File: config.mk
export PLATFORM = sky130hd
export DESIGN_NAME = acc_stream_rx_flat
export DESIGN_NICKNAME = d
export VERILOG_FILES = /design/src/rtl/acc_stream_rx_pkg.sv /design/src/rtl/acc_stream_rx_if.sv /design/src/rtl/acc_stream_rx_fifo.sv /design/src/rtl/acc_stream_rx.sv /design/src/flat_wrapper.sv
export SDC_FILE = /design/constraint.sdc
export NUM_CORES = 1
export LEC_CHECK = 0
export ABC_AREA = 0
export BUFFER_PORTS_ARGS = -buffer_cell sky130_fd_sc_hd__buf_2
export CAP_MARGIN = 10
export CORE_MARGIN = 2
export CORE_UTILIZATION = 44
export CTS_CLUSTER_DIAMETER = 80
export DETAILED_ROUTE_END_ITERATION = 10
export PLACE_DENSITY = 0.59
export RECOVER_POWER = 50
export REMOVE_ABC_BUFFERS = 1
export SYNTH_ARGS = -nofsm -noshare
export SYNTH_HDL_FRONTEND = slang
export SYNTH_SLANG_ARGS = --single-unit
File: constraint.sdc
create_clock -name wb_clk_i -period 4.3 [get_ports wb_clk_i]
set_input_delay 0.43 -clock wb_clk_i [delete_from_list [all_inputs] [get_ports wb_clk_i]]
set_output_delay 0.43 -clock wb_clk_i [all_outputs]
set_load 0.03 [all_outputs]
File: src/rtl/acc_stream_rx_pkg.sv
`default_nettype none
// ============================================================================
//  Module      : acc_stream_rx_pkg
//  Description : Shared types, default constants and helpers for the
//                accelerator stream receive stage.
//  Revision    : 1.0 - initial release
// ============================================================================
package acc_stream_rx_pkg;

    localparam int DEF_DATA_WIDTH = 32;
    localparam int DEF_DEPTH      = 8;

    // Output register occupancy
    typedef enum logic [0:0] {
        OUT_EMPTY = 1'b0,
        OUT_HOLD  = 1'b1
    } out_state_e;

    // Frame delimiting state
    typedef enum logic [0:0] {
        FRM_IDLE     = 1'b0,
        FRM_IN_FRAME = 1'b1
    } frm_state_e;

    // Ceiling log2, usable in constant expressions
    function automatic int clog2(input int value);
        int result;
        result = 0;
        for (int i = 0; i < 31; i++) begin
            if ((1 << i) < value) begin
                result = i + 1;
            end
        end
        return result;
    endfunction

endpackage
`default_nettype wire

File: src/rtl/acc_stream_rx_if.sv
`default_nettype none
// ============================================================================
//  Module      : acc_stream_rx_if
//  Description : DMA push stream in, valid/ready framed stream out.
//                slave  = receive stage view, master = producer/consumer view.
//  Revision    : 1.0 - initial release
// ============================================================================
interface acc_stream_rx_if
    import acc_stream_rx_pkg::*;
#(
    parameter int DATA_WIDTH = DEF_DATA_WIDTH
) ();

    logic                  acc_data_valid_i;
    logic [DATA_WIDTH-1:0] acc_data_i;
    logic                  m_valid_o;
    logic [DATA_WIDTH-1:0] m_data_o;
    logic                  m_last_o;
    logic                  m_ready_i;

    modport slave (
        input  acc_data_valid_i,
        input  acc_data_i,
        input  m_ready_i,
        output m_valid_o,
        output m_data_o,
        output m_last_o
    );

    modport master (
        output acc_data_valid_i,
        output acc_data_i,
        output m_ready_i,
        input  m_valid_o,
        input  m_data_o,
        input  m_last_o
    );

endinterface
`default_nettype wire

File: src/rtl/acc_stream_rx_fifo.sv
`default_nettype none
// ============================================================================
//  Module      : acc_rx_fifo
//  Description : Synchronous FIFO with registered pointers and level.
//                Head word is presented combinationally; a push into a full
//                FIFO is legal when a pop happens in the same cycle.
//  Revision    : 1.0 - initial release
// ============================================================================
module acc_rx_fifo
    import acc_stream_rx_pkg::*;
#(
    parameter int DATA_WIDTH = DEF_DATA_WIDTH,
    parameter int DEPTH      = DEF_DEPTH
) (
    input  logic                    clk_i,
    input  logic                    rst_n_i,
    input  logic                    clr_i,
    input  logic                    push_i,
    input  logic [DATA_WIDTH-1:0]   push_data_i,
    input  logic                    pop_i,
    output logic [DATA_WIDTH-1:0]   pop_data_o,
    output logic                    full_o,
    output logic                    empty_o,
    output logic [clog2(DEPTH):0]   level_o
);

    localparam int AW = clog2(DEPTH);

    logic [DATA_WIDTH-1:0] mem_q [DEPTH];
    logic [AW-1:0]         wr_ptr_q;
    logic [AW-1:0]         rd_ptr_q;
    logic [AW:0]           level_q;

    // Storage array; no reset needed, contents are qualified by level
    always_ff @(posedge clk_i) begin
        if (push_i) begin
            mem_q[wr_ptr_q] <= push_data_i;
        end
    end

    // Pointers wrap naturally because DEPTH is a power of two
    always_ff @(posedge clk_i or negedge rst_n_i) begin
        if (!rst_n_i) begin
            wr_ptr_q <= '0;
            rd_ptr_q <= '0;
            level_q  <= '0;
        end else if (clr_i) begin
            wr_ptr_q <= '0;
            rd_ptr_q <= '0;
            level_q  <= '0;
        end else begin
            if (push_i) begin
                wr_ptr_q <= wr_ptr_q + AW'(1);
            end
            if (pop_i) begin
                rd_ptr_q <= rd_ptr_q + AW'(1);
            end
            case ({push_i, pop_i})
                2'b10:   level_q <= level_q + (AW+1)'(1);
                2'b01:   level_q <= level_q - (AW+1)'(1);
                default: level_q <= level_q;
            endcase
        end
    end

    assign pop_data_o = mem_q[rd_ptr_q];
    assign full_o     = (level_q == (AW+1)'(DEPTH));
    assign empty_o    = (level_q == '0);
    assign level_o    = level_q;

endmodule
`default_nettype wire

File: src/rtl/acc_stream_rx.sv
`default_nettype none
// ============================================================================
//  Module      : acc_stream_rx
//  Description : Captures the DMA push-only word stream into a FIFO and
//                re-issues it on a valid/ready interface with frame
//                delimiting. Dropped beats set a sticky overflow flag.
//                Optional framing logic: define ACC_STREAM_RX_FRAME_EN.
//  Revision    : 1.0 - initial release
// ============================================================================
module acc_stream_rx
    import acc_stream_rx_pkg::*;
#(
    parameter int DATA_WIDTH = DEF_DATA_WIDTH,
    parameter int DEPTH      = DEF_DEPTH        // power of two, >= 2
) (
    input  logic                  wb_clk_i,
    input  logic                  wb_rst_n_i,
    acc_stream_rx_if.slave        bus,
    input  logic                  clr_i,
    input  logic [7:0]            cfg_frame_len_i,
    output logic [clog2(DEPTH):0] fifo_level_o,
    output logic                  overflow_o,
    output logic [15:0]           frame_cnt_o
);

    logic                  w_fifo_full;
    logic                  w_fifo_empty;
    logic [DATA_WIDTH-1:0] w_fifo_data;
    logic                  w_hs;
    logic                  w_pop;
    logic                  w_push;
    logic                  w_drop;
    logic                  w_last_new;

    out_state_e            out_state_q, out_state_d;
    logic [DATA_WIDTH-1:0] data_q, data_d;
    logic                  last_q, last_d;
    logic                  ovf_q;

    // Handshake, refill and ingress decisions; clr_i suppresses all traffic
    assign w_hs   = (out_state_q == OUT_HOLD) && bus.m_ready_i;
    assign w_pop  = !clr_i && !w_fifo_empty &&
                    ((out_state_q == OUT_EMPTY) || bus.m_ready_i);
    assign w_push = !clr_i && bus.acc_data_valid_i && (!w_fifo_full || w_pop);
    assign w_drop = !clr_i && bus.acc_data_valid_i && !w_push;

    acc_rx_fifo #(
        .DATA_WIDTH (DATA_WIDTH),
        .DEPTH      (DEPTH)
    ) u_fifo (
        .clk_i       (wb_clk_i),
        .rst_n_i     (wb_rst_n_i),
        .clr_i       (clr_i),
        .push_i      (w_push),
        .push_data_i (bus.acc_data_i),
        .pop_i       (w_pop),
        .pop_data_o  (w_fifo_data),
        .full_o      (w_fifo_full),
        .empty_o     (w_fifo_empty),
        .level_o     (fifo_level_o)
    );

    // Output register: load on pop, drain on handshake, hold while stalled
    always_comb begin
        out_state_d = out_state_q;
        data_d      = data_q;
        last_d      = last_q;
        if (clr_i) begin
            out_state_d = OUT_EMPTY;
            data_d      = '0;
            last_d      = 1'b0;
        end else if (w_pop) begin
            out_state_d = OUT_HOLD;
            data_d      = w_fifo_data;
            last_d      = w_last_new;
        end else if (w_hs) begin
            out_state_d = OUT_EMPTY;
            last_d      = 1'b0;
        end
    end

    // Output stage and sticky overflow state
    always_ff @(posedge wb_clk_i or negedge wb_rst_n_i) begin
        if (!wb_rst_n_i) begin
            out_state_q <= OUT_EMPTY;
            data_q      <= '0;
            last_q      <= 1'b0;
            ovf_q       <= 1'b0;
        end else begin
            out_state_q <= out_state_d;
            data_q      <= data_d;
            last_q      <= last_d;
            ovf_q       <= clr_i ? 1'b0 : (ovf_q | w_drop);
        end
    end

`ifdef ACC_STREAM_RX_FRAME_EN
    frm_state_e frm_state_q, frm_state_d;
    logic [7:0] bcnt_q, bcnt_d;
    logic [7:0] flen_q, flen_d;
    logic [15:0] fcnt_q, fcnt_d;
    logic [7:0] w_len_sel;
    logic [8:0] w_len_eff;
    logic [8:0] w_next_beat;

    // Frame tracking advances on each handshake; last beat closes the frame
    always_comb begin
        frm_state_d = frm_state_q;
        bcnt_d      = bcnt_q;
        flen_d      = flen_q;
        fcnt_d      = fcnt_q;
        if (clr_i) begin
            frm_state_d = FRM_IDLE;
            bcnt_d      = '0;
            fcnt_d      = '0;
        end else if (w_hs) begin
            if (frm_state_q == FRM_IDLE) begin
                flen_d = cfg_frame_len_i;
            end
            if (last_q) begin
                frm_state_d = FRM_IDLE;
                bcnt_d      = '0;
                fcnt_d      = fcnt_q + 16'd1;
            end else begin
                frm_state_d = FRM_IN_FRAME;
                bcnt_d      = bcnt_q + 8'd1;
            end
        end
    end

    // A word loading now is beat bcnt_d+1; a fresh frame still follows cfg
    assign w_len_sel   = (frm_state_d == FRM_IDLE) ? cfg_frame_len_i : flen_d;
    assign w_len_eff   = (w_len_sel == 8'd0) ? 9'd256 : {1'b0, w_len_sel};
    assign w_next_beat = {1'b0, bcnt_d} + 9'd1;
    assign w_last_new  = (w_next_beat == w_len_eff);

    // Framing registers
    always_ff @(posedge wb_clk_i or negedge wb_rst_n_i) begin
        if (!wb_rst_n_i) begin
            frm_state_q <= FRM_IDLE;
            bcnt_q      <= '0;
            flen_q      <= '0;
            fcnt_q      <= '0;
        end else begin
            frm_state_q <= frm_state_d;
            bcnt_q      <= bcnt_d;
            flen_q      <= flen_d;
            fcnt_q      <= fcnt_d;
        end
    end

    assign frame_cnt_o = fcnt_q;
`else
    logic w_unused_cfg;

    assign w_unused_cfg = ^cfg_frame_len_i;
    assign w_last_new   = 1'b0;
    assign frame_cnt_o  = '0;
`endif

    assign bus.m_valid_o = (out_state_q == OUT_HOLD);
    assign bus.m_data_o  = data_q;
    assign bus.m_last_o  = last_q;
    assign overflow_o    = ovf_q;

endmodule
`default_nettype wire
File: src/flat_wrapper.sv
// flat-port wrapper written by rule: the top's interface ports become plain ports
module acc_stream_rx_flat import acc_stream_rx_pkg::*;
#(
    parameter int DATA_WIDTH = DEF_DATA_WIDTH,
    parameter int DEPTH      = DEF_DEPTH                             
)
  (wb_clk_i, wb_rst_n_i, clr_i, cfg_frame_len_i, fifo_level_o, overflow_o, frame_cnt_o, bus_acc_data_valid_i, bus_acc_data_i, bus_m_ready_i, bus_m_valid_o, bus_m_data_o, bus_m_last_o);
  acc_stream_rx_if #(.DATA_WIDTH(DATA_WIDTH)) bus_i ();
  input  logic wb_clk_i;
  input  logic wb_rst_n_i;
  input  logic clr_i;
  input  logic [7:0] cfg_frame_len_i;
  output logic [clog2(DEPTH):0] fifo_level_o;
  output logic overflow_o;
  output logic [15:0] frame_cnt_o;
  input wire logic [$bits(bus_i.acc_data_valid_i)-1:0] bus_acc_data_valid_i;
  input wire logic [$bits(bus_i.acc_data_i)-1:0] bus_acc_data_i;
  input wire logic [$bits(bus_i.m_ready_i)-1:0] bus_m_ready_i;
  output wire logic [$bits(bus_i.m_valid_o)-1:0] bus_m_valid_o;
  output wire logic [$bits(bus_i.m_data_o)-1:0] bus_m_data_o;
  output wire logic [$bits(bus_i.m_last_o)-1:0] bus_m_last_o;
  assign bus_i.acc_data_valid_i = bus_acc_data_valid_i;
  assign bus_i.acc_data_i = bus_acc_data_i;
  assign bus_i.m_ready_i = bus_m_ready_i;
  assign bus_m_valid_o = bus_i.m_valid_o;
  assign bus_m_data_o = bus_i.m_data_o;
  assign bus_m_last_o = bus_i.m_last_o;
  acc_stream_rx #(.DATA_WIDTH(DATA_WIDTH), .DEPTH(DEPTH)) u_core (.wb_clk_i(wb_clk_i), .wb_rst_n_i(wb_rst_n_i), .bus(bus_i), .clr_i(clr_i), .cfg_frame_len_i(cfg_frame_len_i), .fifo_level_o(fifo_level_o), .overflow_o(overflow_o), .frame_cnt_o(frame_cnt_o));
endmodule
======== Word-level counts from Yosys, hierarchy flattened ========
Memory sizes are Yosys's and may differ from the RTL's.
Index checks and enable logic that the tools add are counted.
word-level totals
  bits of input ports ..................... 45
  output and inout bits ................... 55
  logic and storage cells ................. 50
  bits in registers ....................... 45
  RAM bits ................................ 256
  memories kept ........................... 1
cells by class
  add/sub/neg operators ................... 4
  equality and inequality tests ........... 3
  mux-type cells .......................... 16
  bitwise logic cells ..................... 2
  reductions and logical operators ........ 17
memory list
  name                 words  bits a word  read ports  clocked after memory_dff  wr ports  line                      source
  u_core.u_fifo.mem_q  8      32           1           0                         1         acc_stream_rx_fifo.sv:29  logic [DATA_WIDTH-1:0] mem_q [DEPTH];
operator list
  kind                                              number
  2-to-1 mux 32 bit                                 2
  2-to-1 mux 3 bit                                  4
  2-to-1 mux 1 bit                                  8
  one-hot mux 4 bit (2 select lines)                1
  adder 3 x 1 -> 3 bit, second input constant       2
  logical AND 1 bit                                 6
  nonzero test 3 bit                                2
  adder 4 x 1 -> 4 bit, second input constant       1
  == test 4 bit, second input constant              1
  logical NOT 1 bit                                 4
  logical NOT 4 bit                                 1
  2-to-1 mux 4 bit                                  1
  nonzero test 2 bit                                2
  subtractor 4 x 1 -> 4 bit, second input constant  1
  == test 2 x 1 -> 1 bit, second input constant     1
  == test 2 bit, second input constant              1
  logical OR 1 bit                                  2
  inverter 1 bit                                    1
  bitwise OR 1 bit                                  1

======== Logic depth before layout (Yosys ltp) ========
  word-level depth ........................ 10
  gate-level depth with buffers ........... 9
  depth with buffers taken out ............ 8

======== Cells and area by module ========
Synthesis repeated with hierarchy kept, for this count alone.
second synthesis, totals
  cell total of the unflattened synthesis .. 578
  area, all modules ....................... 12159.2 um^2
modules (own cells, without submodules)
  module         cells each  area an instance (um^2)  seq. area each (um^2)  instances
  acc_rx_fifo    445         10382.5                  7937.6                 1
  acc_stream_rx  133         1776.7                   850.8                  1

======== Worst setup path after synthesis ========
OpenSTA, ideal clock, no wires.
  path kind ............................... register to register
  from .................................... register u_core.u_fifo.level_q[1] (netlist: u_core.u_fifo.level_o[1])
  to ...................................... memory u_core.u_fifo.mem_q[0][0] (netlist bit), enable pin
  setup time .............................. 0.461 ns
  path buffers ............................ 0
  path slack .............................. 0.427 ns
  stages on the path, launching flop included .. 6
  data required time ...................... 3.839 ns
  data arrival time ....................... 3.412 ns
  period minus slack after synthesis ...... 3.873 ns
  cells stage by stage .................... dfrtp_1 nor3_2 nand3_1 and3b_1 nand2b_1 nor3_1
between the ends
  longest elaborated chain between the ends .. 8
  elaborated cells on any way between the ends .. 10
  those cells by class .................... eq/ne (1); mux (2); reduce/logical (7)
ends and longest elaborated chain
  item                                      line                      source
  from (decl)                               acc_stream_rx_fifo.sv:32  logic [AW:0] level_q;
  from (signal assigned)                    acc_stream_rx_fifo.sv:59  2'b10: level_q <= level_q + (AW+1)'(1);
  from (signal assigned)                    acc_stream_rx_fifo.sv:60  2'b01: level_q <= level_q - (AW+1)'(1);
  from (signal assigned)                    acc_stream_rx_fifo.sv:61  default: level_q <= level_q;
  logical NOT 4 bit                         acc_stream_rx_fifo.sv:68  assign empty_o = (level_q == '0);
  logical NOT 1 bit                         acc_stream_rx.sv:42       assign w_pop = !clr_i && !w_fifo_empty &&
  logical AND 1 bit (2 in series)           acc_stream_rx.sv:42
  logical OR 1 bit *                        acc_stream_rx.sv:44       assign w_push = !clr_i && bus.acc_data_valid_i && (!w_fifo_full || w_pop);
  logical AND 1 bit *                       acc_stream_rx.sv:44
  2-to-1 mux 1 bit *                        acc_stream_rx_fifo.sv:36  if (push_i) begin
  2-to-1 mux 1 bit (implied by the code) *  acc_stream_rx_fifo.sv:37  mem_q[wr_ptr_q] <= push_data_i;
  to (decl)                                 acc_stream_rx_fifo.sv:29
Every way passes the cells marked *; elsewhere a longest branch is shown, timed or not.

==> metrics.cfg <==
[run_status]
outcome=finished, violations left
violations=capacitance limit, slew limit

[route]
via_per_inst=5.29
firstDrtPassIters=4
drcViolationCount=0
routed_wl_mm=22.6
vias=5508
ant_nets=0
routedWlPerCell_microns=21.7
drt-initial-drc-count=413

[floorplanning]
die_area_sq_mm=0.0283
rows=60
die_x_microns=168
die_h_microns=168
ios=100
initial_utilization=0.443
core_sq_mm=0.0267

[timing]
rsz0062_at_grt=no
setup_viol=0
min_period_over_period=0.674
fin_crit_ns=2.90
worst_slew_pin_slew_ns=1.54
fmax_ghz=0.345
whs_ns=0.227
skew_ns=0.0217
setup_ws_ns=1.40
drv_slew=46
max_slew_margin=-0.0281
hold_viol=0
tns_ns=0

[pwr]
p_total_uw=8120
max-vdd-ir-drop_mv=0.313
powerDensity_mw_per_mm2=603
leakagePower_uw=0.00446

[worst_setup_path]
worst-path-buf-inv=3
cpPeakStageDelay_ns=1.17
critical_path_class=input port to asynchronous set/reset pin
critPathArrivalTime_ns=3.29
cp_data_required_time_ns=4.69
path_max_fanout=25
cpMostUsedCell=clkbuf_1
cpMaxStageDelayCell=clkbuf_1
crit_chain=dlygate4sd3_1 > clkbuf_1 > clkbuf_1
endpoint_kind=asynchronous set/reset pin
cp_top_family=buffers and inverters
startpoint_type=input port

[place]
dpl.cell_count=981
dp_hpwl_mm=13.0
gp_congestion=0.729
portBuffers=74
place_ws_ns=1.46

[synthesis]
synth-seq-cells=300
ys.flop_type=edfxtp_1
synth-xor-area-share=0.00443
synth.avg_cell_area_sq_um=20.4
synth_area_leaders=edfxtp_1, mux4_2, dfrtp_1
synth-async-reset-ratio=0.147
synth_top_area_share=0.649
synth_cells=580
synth_compound_area_frac=0.0277
synthDistinctLibCells=41
synth-simple-area-share=0.0307
synth_edf_count=256
syn_area_sq_mm=0.0119
ys_warn_count=0
synth_top_family_by_area=multiplexers
synth_most_common_cell=edfxtp_1
muxShareOfSynthArea=0.154
synth_top_area_cell=edfxtp_1
synth-adder-area-share=0.00591
synth.top_cells.by_count=edfxtp_1, mux4_2, nor2_1, dfrtp_1, mux2i_1
ys_seq_area_frac=0.742

[clock_network]
clkLatencyLatePin_ns=0.55
cts.sinks=300
htreeDepth=1
path_clk_slew_ns=0.06
cts-hold-fix-buffers=1
root_buffer=clkbuf_16
cts_tree=built
post_cts_buffers=0
cts-buffers-inserted=31
cts-resized-gates=0
clk_path_buf_depth=3

[layout]
drive_gt1_frac=0.216
finalNetCount=724
seq_area_sq_mm=0.00879
multi_input_area_sq_mm=0.00276
area_growth_pct=13.7
fillers=2188
fin_cells=1041

[grt]
antenna_found_initial=2
overflow=0
grt_pass1_vias=5855
grt_pass1_wl_mm=34.8
track_usage=0.163
grt_max_degree=46

[hold_path]
hold_class=input port to flop

[run]
cap_viol_max_count=2

placed cells by master (no fill, tap or decap), drive strengths merged:
| cell | n |
|---|---|
| xnor2 | 2 |
| a41oi | 1 |
| nor3 | 4 |
| and3b | 1 |
| nand2 | 5 |
| bufinv | 3 |
| nand3 | 4 |
| a311oi | 1 |
| clkinv | 4 |
| xor2 | 4 |
| nand2b | 3 |
| dfrtp | 44 |
| conb | 17 |
| nor4 | 3 |
| edfxtp | 256 |
| dlygate4sd3 | 1 |
| fa | 1 |
| inv | 2 |
| o31a | 1 |
| o21bai | 1 |
| and3 | 1 |
| a22o | 2 |
| mux4 | 64 |
| or2 | 2 |
| mux2i | 34 |
| clkbuf | 101 |
| or3 | 1 |
| nor2 | 50 |
| diode | 1 |
| o31ai | 1 |
| a21oi | 3 |
| buf | 41 |
| nor2b | 3 |
| a211oi | 33 |
| ha | 4 |
| a31oi | 1 |
report_power, final:
| group | switching (uW) | leakage [uW] | total [uW] | internal (uW) |
|---|---|---|---|---|
| Sequential | 253 | 0.00289 | 3610 | 3350 |
| Combinational | 1100 | 0.00108 | 1900 | 797 |
| Clock | 1030 | 0.000492 | 2610 | 1580 |
layer usage:
layer,GRT usage,vias up,part of all wire
met5,0,-,0.00071
met1,0.226,2847,0.45
met3,0.0313,32,0.047
met4,0.0337,2,0.012
li1,-,2514,-
met2,0.273,113,0.49
flip-flops by register name, indices dropped and copies added (netlist names):
register	count
u_core.bus.m_data_o	32
u_core.u_fifo.mem_q	256
u_core.overflow_o	1
u_core.u_fifo.rd_ptr_q	3
u_core.bus.m_valid_o	1
u_core.u_fifo.level_o	4
u_core.u_fifo.wr_ptr_q	3
stage by stage:
step,cell area [sq um],util
floorplan,11500,-
global placement,12500,0.468
detailed placement,12500,0.468
CTS,13500,0.506
global route,13500,0.504
finish,13500,0.504
worst paths after layout:
path | slack (ns) | endpoint | depth (start not counted) | start
hold / removal | 0.23 | u_core.u_fifo.mem_q[1][1]$_DFFE_PP_ | 1 | bus_acc_data_i[1]
hold reg to reg | 0.50 | u_core.overflow_o$_DFF_PN0_ | 2 | u_core.overflow_o$_DFF_PN0_
max in group wb_clk_i | 1.68 | u_core.u_fifo.mem_q[4][11]$_DFFE_PP_ | 6 | u_core.u_fifo.level_o[1]$_DFFE_PN0P_
setup / recovery | 1.40 | u_core.bus.m_data_o[6]$_DFFE_PN0P_ | 3 | wb_rst_n_i
min in group asynchronous | 0.81 | u_core.u_fifo.level_o[2]$_DFFE_PN0P_ | 2 | wb_rst_n_i
setup reg to reg | 1.68 | u_core.u_fifo.mem_q[4][11]$_DFFE_PP_ | 6 | u_core.u_fifo.level_o[1]$_DFFE_PN0P_
cell type report:
class,instances,share of cell area
clock inverters,9,0.00938
multi-input cells,247,0.205
repair buffers,94,0.0357
well taps,341,0.0317
clock buffers,49,0.0656
flip-flops and latches,300,0.653
diodes,1,0.000186
cell families after synthesis:
kind of cell | Yosys count
other cells | 1
xor+xnor | 6
flops | 300
simple gates | 77
buf+inv | 49
compound gates | 44
mux | 98
fa+ha+maj | 5
No activity file was read; power rests on OpenSTA's default activity.
